$ cat config.mk
export PLATFORM = sky130hd
export DESIGN_NAME = adsr_poly
export DESIGN_NICKNAME = d
export VERILOG_FILES = /design/src/rtl/adsr_poly_pkg.sv /design/src/rtl/adsr_poly_step.sv /design/src/rtl/adsr_poly.sv
export SDC_FILE = /design/constraint.sdc
export NUM_CORES = 2
export LEC_CHECK = 0
export BUFFER_PORTS_ARGS = -buffer_cell sky130_fd_sc_hd__buf_2
export CORE_MARGIN = 8
export CORE_UTILIZATION = 45
export CTS_CLUSTER_DIAMETER = 120
export CTS_CLUSTER_SIZE = 30
export DETAILED_ROUTE_END_ITERATION = 10
export GPL_TIMING_DRIVEN = 0
export PLACE_DENSITY = 0.61
export SLEW_MARGIN = 30
export SYNTH_ARGS = -nofsm -noshare
export SYNTH_HDL_FRONTEND = slang
export SYNTH_SLANG_ARGS = --single-unit
$ cat constraint.sdc
create_clock -name clk -period 19.6 [get_ports clk]
set_input_delay 1.96 -clock clk [delete_from_list [all_inputs] [get_ports clk]]
set_output_delay 1.96 -clock clk [all_outputs]
set_load 0.05 [all_outputs]
$ cat src/rtl/adsr_poly_pkg.sv
// Shared types for the ADSR envelope family: phases, fixed-point word and
// the level-to-amplitude conversion used at the VCA boundary.
package mypackage;

  typedef logic [15:0] amplitude;

  localparam int AMP_BITS              = $bits(amplitude);
  localparam int FIXED_TOTAL_BITS      = 48;
  localparam int FIXED_FRACTIONAL_BITS = 32;
  localparam int LEVEL_MAX_BITS        = 64;

  typedef logic signed [FIXED_TOTAL_BITS-1:0] fixed_t;

  typedef enum logic [2:0] {
    IDLE,
    ATTACK,
    DECAY,
    SUSTAIN,
    RELEASE
  } adsr_phase;

  // Top amplitude bits just below the binary point; full scale saturates to all-ones.
  function automatic amplitude amplitude_from_level(input logic [LEVEL_MAX_BITS-1:0] level,
                                                    input int unsigned frac_bits);
    logic [LEVEL_MAX_BITS-1:0] one;
    one = LEVEL_MAX_BITS'(1) << frac_bits;
    if (level >= one) return '1;
    return amplitude'(level >> (frac_bits - AMP_BITS));
  endfunction

endpackage

$ cat src/rtl/adsr_poly_step.sv
// Combinational single-tick envelope update for one voice; shared by all
// voices through the slot multiplexer in adsr_poly.
module adsr_step
  import mypackage::*;
#(
  parameter int TOTAL_BITS      = 48,
  parameter int FRACTIONAL_BITS = 32
) (
  input  logic [TOTAL_BITS-1:0] level,
  input  adsr_phase             phase,
  input  logic                  gate,
  input  logic                  gate_q,
  input  logic                  legato,
  input  logic [TOTAL_BITS-1:0] a,
  input  logic [TOTAL_BITS-1:0] d,
  input  logic [TOTAL_BITS-1:0] s,
  input  logic [TOTAL_BITS-1:0] r,
  output logic [TOTAL_BITS-1:0] next_level,
  output adsr_phase             next_phase
);

  // One guard bit so level + a and s + d never wrap.
  localparam int W = TOTAL_BITS + 1;
  localparam logic [W-1:0] ONE_W = W'(1) << FRACTIONAL_BITS;

  logic           rise;
  logic [W-1:0]   base;
  logic [W-1:0]   a_w;
  logic [W-1:0]   d_w;
  logic [W-1:0]   s_w;
  logic [W-1:0]   r_w;
  adsr_phase      work;

  always_comb begin
    rise = gate & ~gate_q;
    a_w  = {1'b0, a};
    d_w  = {1'b0, d};
    s_w  = {1'b0, s};
    r_w  = {1'b0, r};
    base = {1'b0, level};
    work = phase;

    // A key-down restarts the attack within the same tick it is seen.
    if (rise) begin
      work = ATTACK;
      if (!legato) base = '0;
    end

    next_level = base[TOTAL_BITS-1:0];
    next_phase = work;

    if (!gate && (work == ATTACK || work == DECAY || work == SUSTAIN)) begin
      next_phase = RELEASE;
    end else begin
      case (work)
        IDLE: begin
          next_level = '0;
        end
        ATTACK: begin
          if (base + a_w >= ONE_W) begin
            next_level = ONE_W[TOTAL_BITS-1:0];
            next_phase = DECAY;
          end else begin
            next_level = TOTAL_BITS'(base + a_w);
          end
        end
        DECAY: begin
          // Comparing against s + d avoids underflow when level < d.
          if (base <= s_w + d_w) begin
            next_level = s;
            next_phase = SUSTAIN;
          end else begin
            next_level = TOTAL_BITS'(base - d_w);
          end
        end
        SUSTAIN: begin
          next_level = s;
        end
        RELEASE: begin
          if (base <= r_w) begin
            next_level = '0;
            next_phase = IDLE;
          end else begin
            next_level = TOTAL_BITS'(base - r_w);
          end
        end
        default: begin
          next_level = '0;
          next_phase = IDLE;
        end
      endcase
    end
  end

endmodule

$ cat src/rtl/adsr_poly.sv
// Polyphonic ADSR: VOICES envelopes sharing one patch, updated one voice per
// clock through a single adsr_step datapath once per sample strobe.
module adsr_poly
  import mypackage::*;
#(
  parameter int TOTAL_BITS      = 48,
  parameter int FRACTIONAL_BITS = 32,
  parameter int VOICES          = 8
) (
  input  logic                         clk,
  input  logic                         reset,
  input  logic                         sample_en,
  input  logic signed [TOTAL_BITS-1:0] a,
  input  logic signed [TOTAL_BITS-1:0] d,
  input  logic signed [TOTAL_BITS-1:0] s,
  input  logic signed [TOTAL_BITS-1:0] r,
  input  logic                         legato,
  input  logic [VOICES-1:0]            gate,
  output amplitude [VOICES-1:0]        out,
  output logic [VOICES-1:0]            active,
  output logic                         busy,
  output logic                         done
);

  localparam int SLOT_BITS = (VOICES > 1) ? $clog2(VOICES) : 1;
  localparam logic [SLOT_BITS-1:0]  LAST_SLOT = SLOT_BITS'(VOICES - 1);
  localparam logic [TOTAL_BITS-1:0] ONE       = TOTAL_BITS'(1) << FRACTIONAL_BITS;

  typedef enum logic {
    PASS_IDLE,
    PASS_RUN
  } pass_state;

  pass_state               state_q;
  pass_state               state_d;
  logic [SLOT_BITS-1:0]    slot_q;
  logic [SLOT_BITS-1:0]    slot_d;
  logic                    done_d;
  logic                    last;

  logic [TOTAL_BITS-1:0]   level_q [VOICES];
  adsr_phase               phase_q [VOICES];
  logic [VOICES-1:0]       gate_q;

  logic [TOTAL_BITS-1:0]   a_u;
  logic [TOTAL_BITS-1:0]   d_u;
  logic [TOTAL_BITS-1:0]   r_u;
  logic [TOTAL_BITS-1:0]   s_eff;
  logic [TOTAL_BITS-1:0]   step_level;
  adsr_phase               step_phase;

  // Negative rates are treated as zero; sustain is clamped into 0..ONE.
  always_comb begin
    a_u = a[TOTAL_BITS-1] ? '0 : a;
    d_u = d[TOTAL_BITS-1] ? '0 : d;
    r_u = r[TOTAL_BITS-1] ? '0 : r;
    if (s[TOTAL_BITS-1])          s_eff = '0;
    else if ($unsigned(s) > ONE)  s_eff = ONE;
    else                          s_eff = s;
  end

  // A strobe on the final slot is accepted so back-to-back passes are possible.
  always_comb begin
    state_d = state_q;
    slot_d  = slot_q;
    done_d  = 1'b0;
    last    = (slot_q == LAST_SLOT);
    case (state_q)
      PASS_IDLE: begin
        if (sample_en) begin
          state_d = PASS_RUN;
          slot_d  = '0;
        end
      end
      PASS_RUN: begin
        if (last) begin
          done_d  = 1'b1;
          slot_d  = '0;
          state_d = sample_en ? PASS_RUN : PASS_IDLE;
        end else begin
          slot_d  = slot_q + 1'b1;
        end
      end
      default: begin
        state_d = PASS_IDLE;
        slot_d  = '0;
      end
    endcase
  end

  always_ff @(posedge clk or negedge reset) begin
    if (!reset) begin
      state_q <= PASS_IDLE;
      slot_q  <= '0;
      done    <= 1'b0;
    end else begin
      state_q <= state_d;
      slot_q  <= slot_d;
      done    <= done_d;
    end
  end

  assign busy = (state_q == PASS_RUN);

  adsr_step #(
    .TOTAL_BITS      (TOTAL_BITS),
    .FRACTIONAL_BITS (FRACTIONAL_BITS)
  ) u_step (
    .level      (level_q[slot_q]),
    .phase      (phase_q[slot_q]),
    .gate       (gate[slot_q]),
    .gate_q     (gate_q[slot_q]),
    .legato     (legato),
    .a          (a_u),
    .d          (d_u),
    .s          (s_eff),
    .r          (r_u),
    .next_level (step_level),
    .next_phase (step_phase)
  );

  // Only the voice in the current slot is written; every other voice holds.
  always_ff @(posedge clk or negedge reset) begin
    if (!reset) begin
      for (int v = 0; v < VOICES; v++) begin
        level_q[v] <= '0;
        phase_q[v] <= IDLE;
      end
      gate_q <= '0;
      out    <= '0;
      active <= '0;
    end else if (state_q == PASS_RUN) begin
      level_q[slot_q] <= step_level;
      phase_q[slot_q] <= step_phase;
      gate_q[slot_q]  <= gate[slot_q];
      out[slot_q]     <= amplitude_from_level(LEVEL_MAX_BITS'(step_level), FRACTIONAL_BITS);
      active[slot_q]  <= (step_phase != IDLE);
    end
  end

endmodule

==> impl_results.rst <==
.. list-table::
   :header-rows: 1

   * - Metric
     - Value
   * - Antenna diode count
     - 0
   * - Worst Hold Launch
     - level_q[320]
   * - Worst Max-Slew Pin Slew
     - 1.124 ns
   * - Number of vias in the routed layout
     - 36920
   * - Setup violators final
     - 0
   * - Register bit total from synthesis
     - 557
   * - Result of the run
     - completed
   * - Port-buffer cells
     - 338
   * - Total CTS buffers
     - 22
   * - Instance count of the mapped netlist
     - 4434
   * - Largest net degree at the start of global routing
     - 86
   * - Clk slew on worst S/H paths
     - 0.11 ns
   * - Buffers from clock root to sink, at most
     - 3
   * - DR iter-0 viols
     - 3631
   * - Remaining number of nets flagged by the antenna check after routing
     - 0
   * - Insertion delay to the later sink of the worst-skew pair
     - 0.60 ns
   * - Max-slew violation count
     - 0
   * - Final period demand of the worst path
     - 13.34 ns
   * - Die Y-Extent
     - 308.8 um
   * - Rel. slew slack
     - 25.06%
   * - # DRC
     - 0
   * - Count of yosys warnings during synthesis
     - 0
   * - Max cap viols
     - 0
   * - Main synth FF type
     - sky130_fd_sc_hd__dfrtp_1
   * - Post-Route Setup TNS
     - 0 ns
   * - Stage delay of the slowest cell on the critical path
     - 0.78 ns
   * - Number of primary I/O pins
     - 342
   * - Total Die Area
     - 0.09535 mm2
   * - Cell type with the largest total area after synthesis
     - sky130_fd_sc_hd__dfrtp_1
   * - Final estimated routing congestion in global placement
     - 0.9737
   * - Post-synth ARST share
     - 100.0%
   * - Summed instance area of the synthesized netlist
     - 0.03858 mm2
   * - Final worst clock skew
     - 0.02557 ns
   * - Required arrival time at the worst endpoint
     - 20.09 ns
   * - Worst hold path type
     - reg2reg
   * - Main area contributors after synthesis
     - sky130_fd_sc_hd__dfrtp_1 36%, sky130_fd_sc_hd__ha_1 7.7%, sky130_fd_sc_hd__o21ai_0 6.9%, sky130_fd_sc_hd__nand2_1 6.3%, sky130_fd_sc_hd__a21oi_1 3.7%
   * - Number of gates given a new drive strength after cts
     - 0
   * - Start point of the critical path
     - s[23]
   * - Worst-path maximum fanout
     - 10
   * - Critical path's slowest cell
     - sky130_fd_sc_hd__nor4_1
   * - Kind of critical path
     - in2reg
   * - Layout overhead on the synthesized area
     - 10.79%
   * - Setup repair after global routing missed its margin
     - false
   * - Total half-perimeter wirelength after legalization and detailed placement
     - 122500 um
   * - Die X
     - 308.8 um
   * - Initial DRT Pass Iterations
     - 6
   * - CP endpoint kind
     - flip-flop
   * - Startpoint of the worst register-to-register path
     - slot_q[2]
   * - Buffer type at the clock tree root
     - sky130_fd_sc_hd__clkbuf_16
   * - Count of standard-cell rows
     - 107
   * - Post-CTS Repair Setup Buffers
     - 0
   * - Portion of synthesized cell area occupied by the leading cell type
     - 36.13%
   * - Clock tree from TritonCTS
     - yes
   * - Final hold violations
     - 0
   * - Critical Path Start Type
     - input port
   * - Library cell with the highest instance count after synthesis
     - sky130_fd_sc_hd__nand2_1
   * - Top cells by count, synth
     - 652 x sky130_fd_sc_hd__nand2_1, 557 x sky130_fd_sc_hd__dfrtp_1, 530 x sky130_fd_sc_hd__o21ai_0
   * - Library cells used by synthesis
     - 101
   * - Drt wl/cell
     - 26.14 um
   * - Number of enable flip-flop cells after synthesis
     - 0
   * - Starting density of the core
     - 45.38%
   * - Number of antenna violations at the first check in global routing
     - 3
   * - Vias in the first global route
     - 36140
   * - Share of final-layout standard cells stronger than drive strength 1
     - 13.14%
   * - Final-layout fill cell count
     - 8403
   * - Synth Area per Inst
     - 8.701 um2
   * - Congestion Overflow GR
     - 0
   * - Portion of the post-synthesis area used by sequential elements
     - 36.13%
   * - Share of the cycle needed by the critical path after routing
     - 68.08%
   * - Ratio of routed vias to standard cells
     - 6.185
   * - Hold_buf cts
     - 0
   * - Clock H-tree levels
     - 1
   * - Layout Nets
     - 5272
   * - Post-Route WL
     - 156000 um
   * - Wire length of the first global-routing pass
     - 231900 um
   * - Fmax achieved
     - 74.94 MHz
   * - Core area
     - 0.08501 mm2
   * - Clock net sink count
     - 557
   * - GR Util All Layers
     - 31.63%
   * - Crit path arrival time
     - 13.84 ns
## logic make-up after synthesis
group | synth area share [%]
buf+inv | 4.706
compound gates | 24.69
xor+xnor | 3.564
fa+ha+maj | 7.927
other cells | 0.009721
mux | 5.445
simple gates | 17.53
flops | 36.13
## flip-flops by register name, indices dropped and copies added, names as in the netlist
register,count
gate_q,8
busy,1
done,1
active,8
phase_q,24
level_q,384
slot_q,3
out,128
## cells in the final DEF (no fill, tap or decap), types with 84 or more instances in the layout
master / count
sky130_fd_sc_hd__ha_1: 238
sky130_fd_sc_hd__inv_1: 104
sky130_fd_sc_hd__a41oi_1: 106
sky130_fd_sc_hd__a21o_1: 84
sky130_fd_sc_hd__o21ai_0: 529
sky130_fd_sc_hd__a21oi_1: 283
sky130_fd_sc_hd__buf_2: 396
sky130_fd_sc_hd__nand2b_1: 117
sky130_fd_sc_hd__nor2_1: 331
sky130_fd_sc_hd__nand2_1: 652
sky130_fd_sc_hd__clkbuf_1: 211
sky130_fd_sc_hd__dfrtp_1: 557
## final timing paths
path / depth (start not counted) / end / slack [ns]
worst max-delay path: 36 / out[85] / 6.26
worst min-delay path: 2 / level_q[320] / 0.49
worst max register to register: 26 / out[85] / 8.05
worst min register to register: 2 / level_q[320] / 0.49
max in group asynchronous: 4 / level_q[233] / 16.76
min in group asynchronous: 1 / out[72] / 1.30
## layout make-up
cell class | instances | area, um2 | area share (%)
repair buffers | 355 | 1984 | 4.643
multi-input cells | 3483 | 22980 | 53.76
well taps | 1144 | 1431 | 3.349
clock buffers | 23 | 575.6 | 1.347
inverters | 105 | 394.1 | 0.9221
plain buffers | 302 | 1424 | 3.331
clock inverters | 1 | 16.27 | 0.03806
flip-flops and latches | 557 | 13940 | 32.61
## per-layer routing
metal  vias to the layer above  part of all wire (%)  GRT usage (%)
li1                      16850                     -              -
met1                     18190                    42          42.84
met2                      1627                    46          51.43
met3                       260                   8.3          5.004
met4                         2                   4.0          11.03
met5                         -                0.0045              0
## per-stage QoR
stage	hold slack, ns	std cells	util, %	setup WS [ns]	instance area, um2
6_report	0.4874	5970	50.28	6.256	42740
2_1_floorplan	0.4419	4447	-	9.825	38630
4_1_cts	0.4911	5970	50.25	6.137	42720
3_3_place_gp	0.4567	5929	49.11	4.028	41750
3_5_place_dp	0.4650	5946	49.55	5.535	42130
5_1_grt	0.5076	5970	50.28	5.856	42740
## worst max-delay path: cells and delay by family
| family | cells | cell delay (ns) |
|---|---|---|
| and+or+nand+nor | 10 | 3.59 |
| buffers and inverters | 6 | 2.11 |
| xor gates and xnor gates | 1 | 0.14 |
| AOI/OAI and AO/OA | 16 | 5.12 |
| adders and majority gates | 3 | 0.84 |
Power is not shown: default switching activity piles up to over one toggle a cycle in this logic, so the estimate is an artifact.
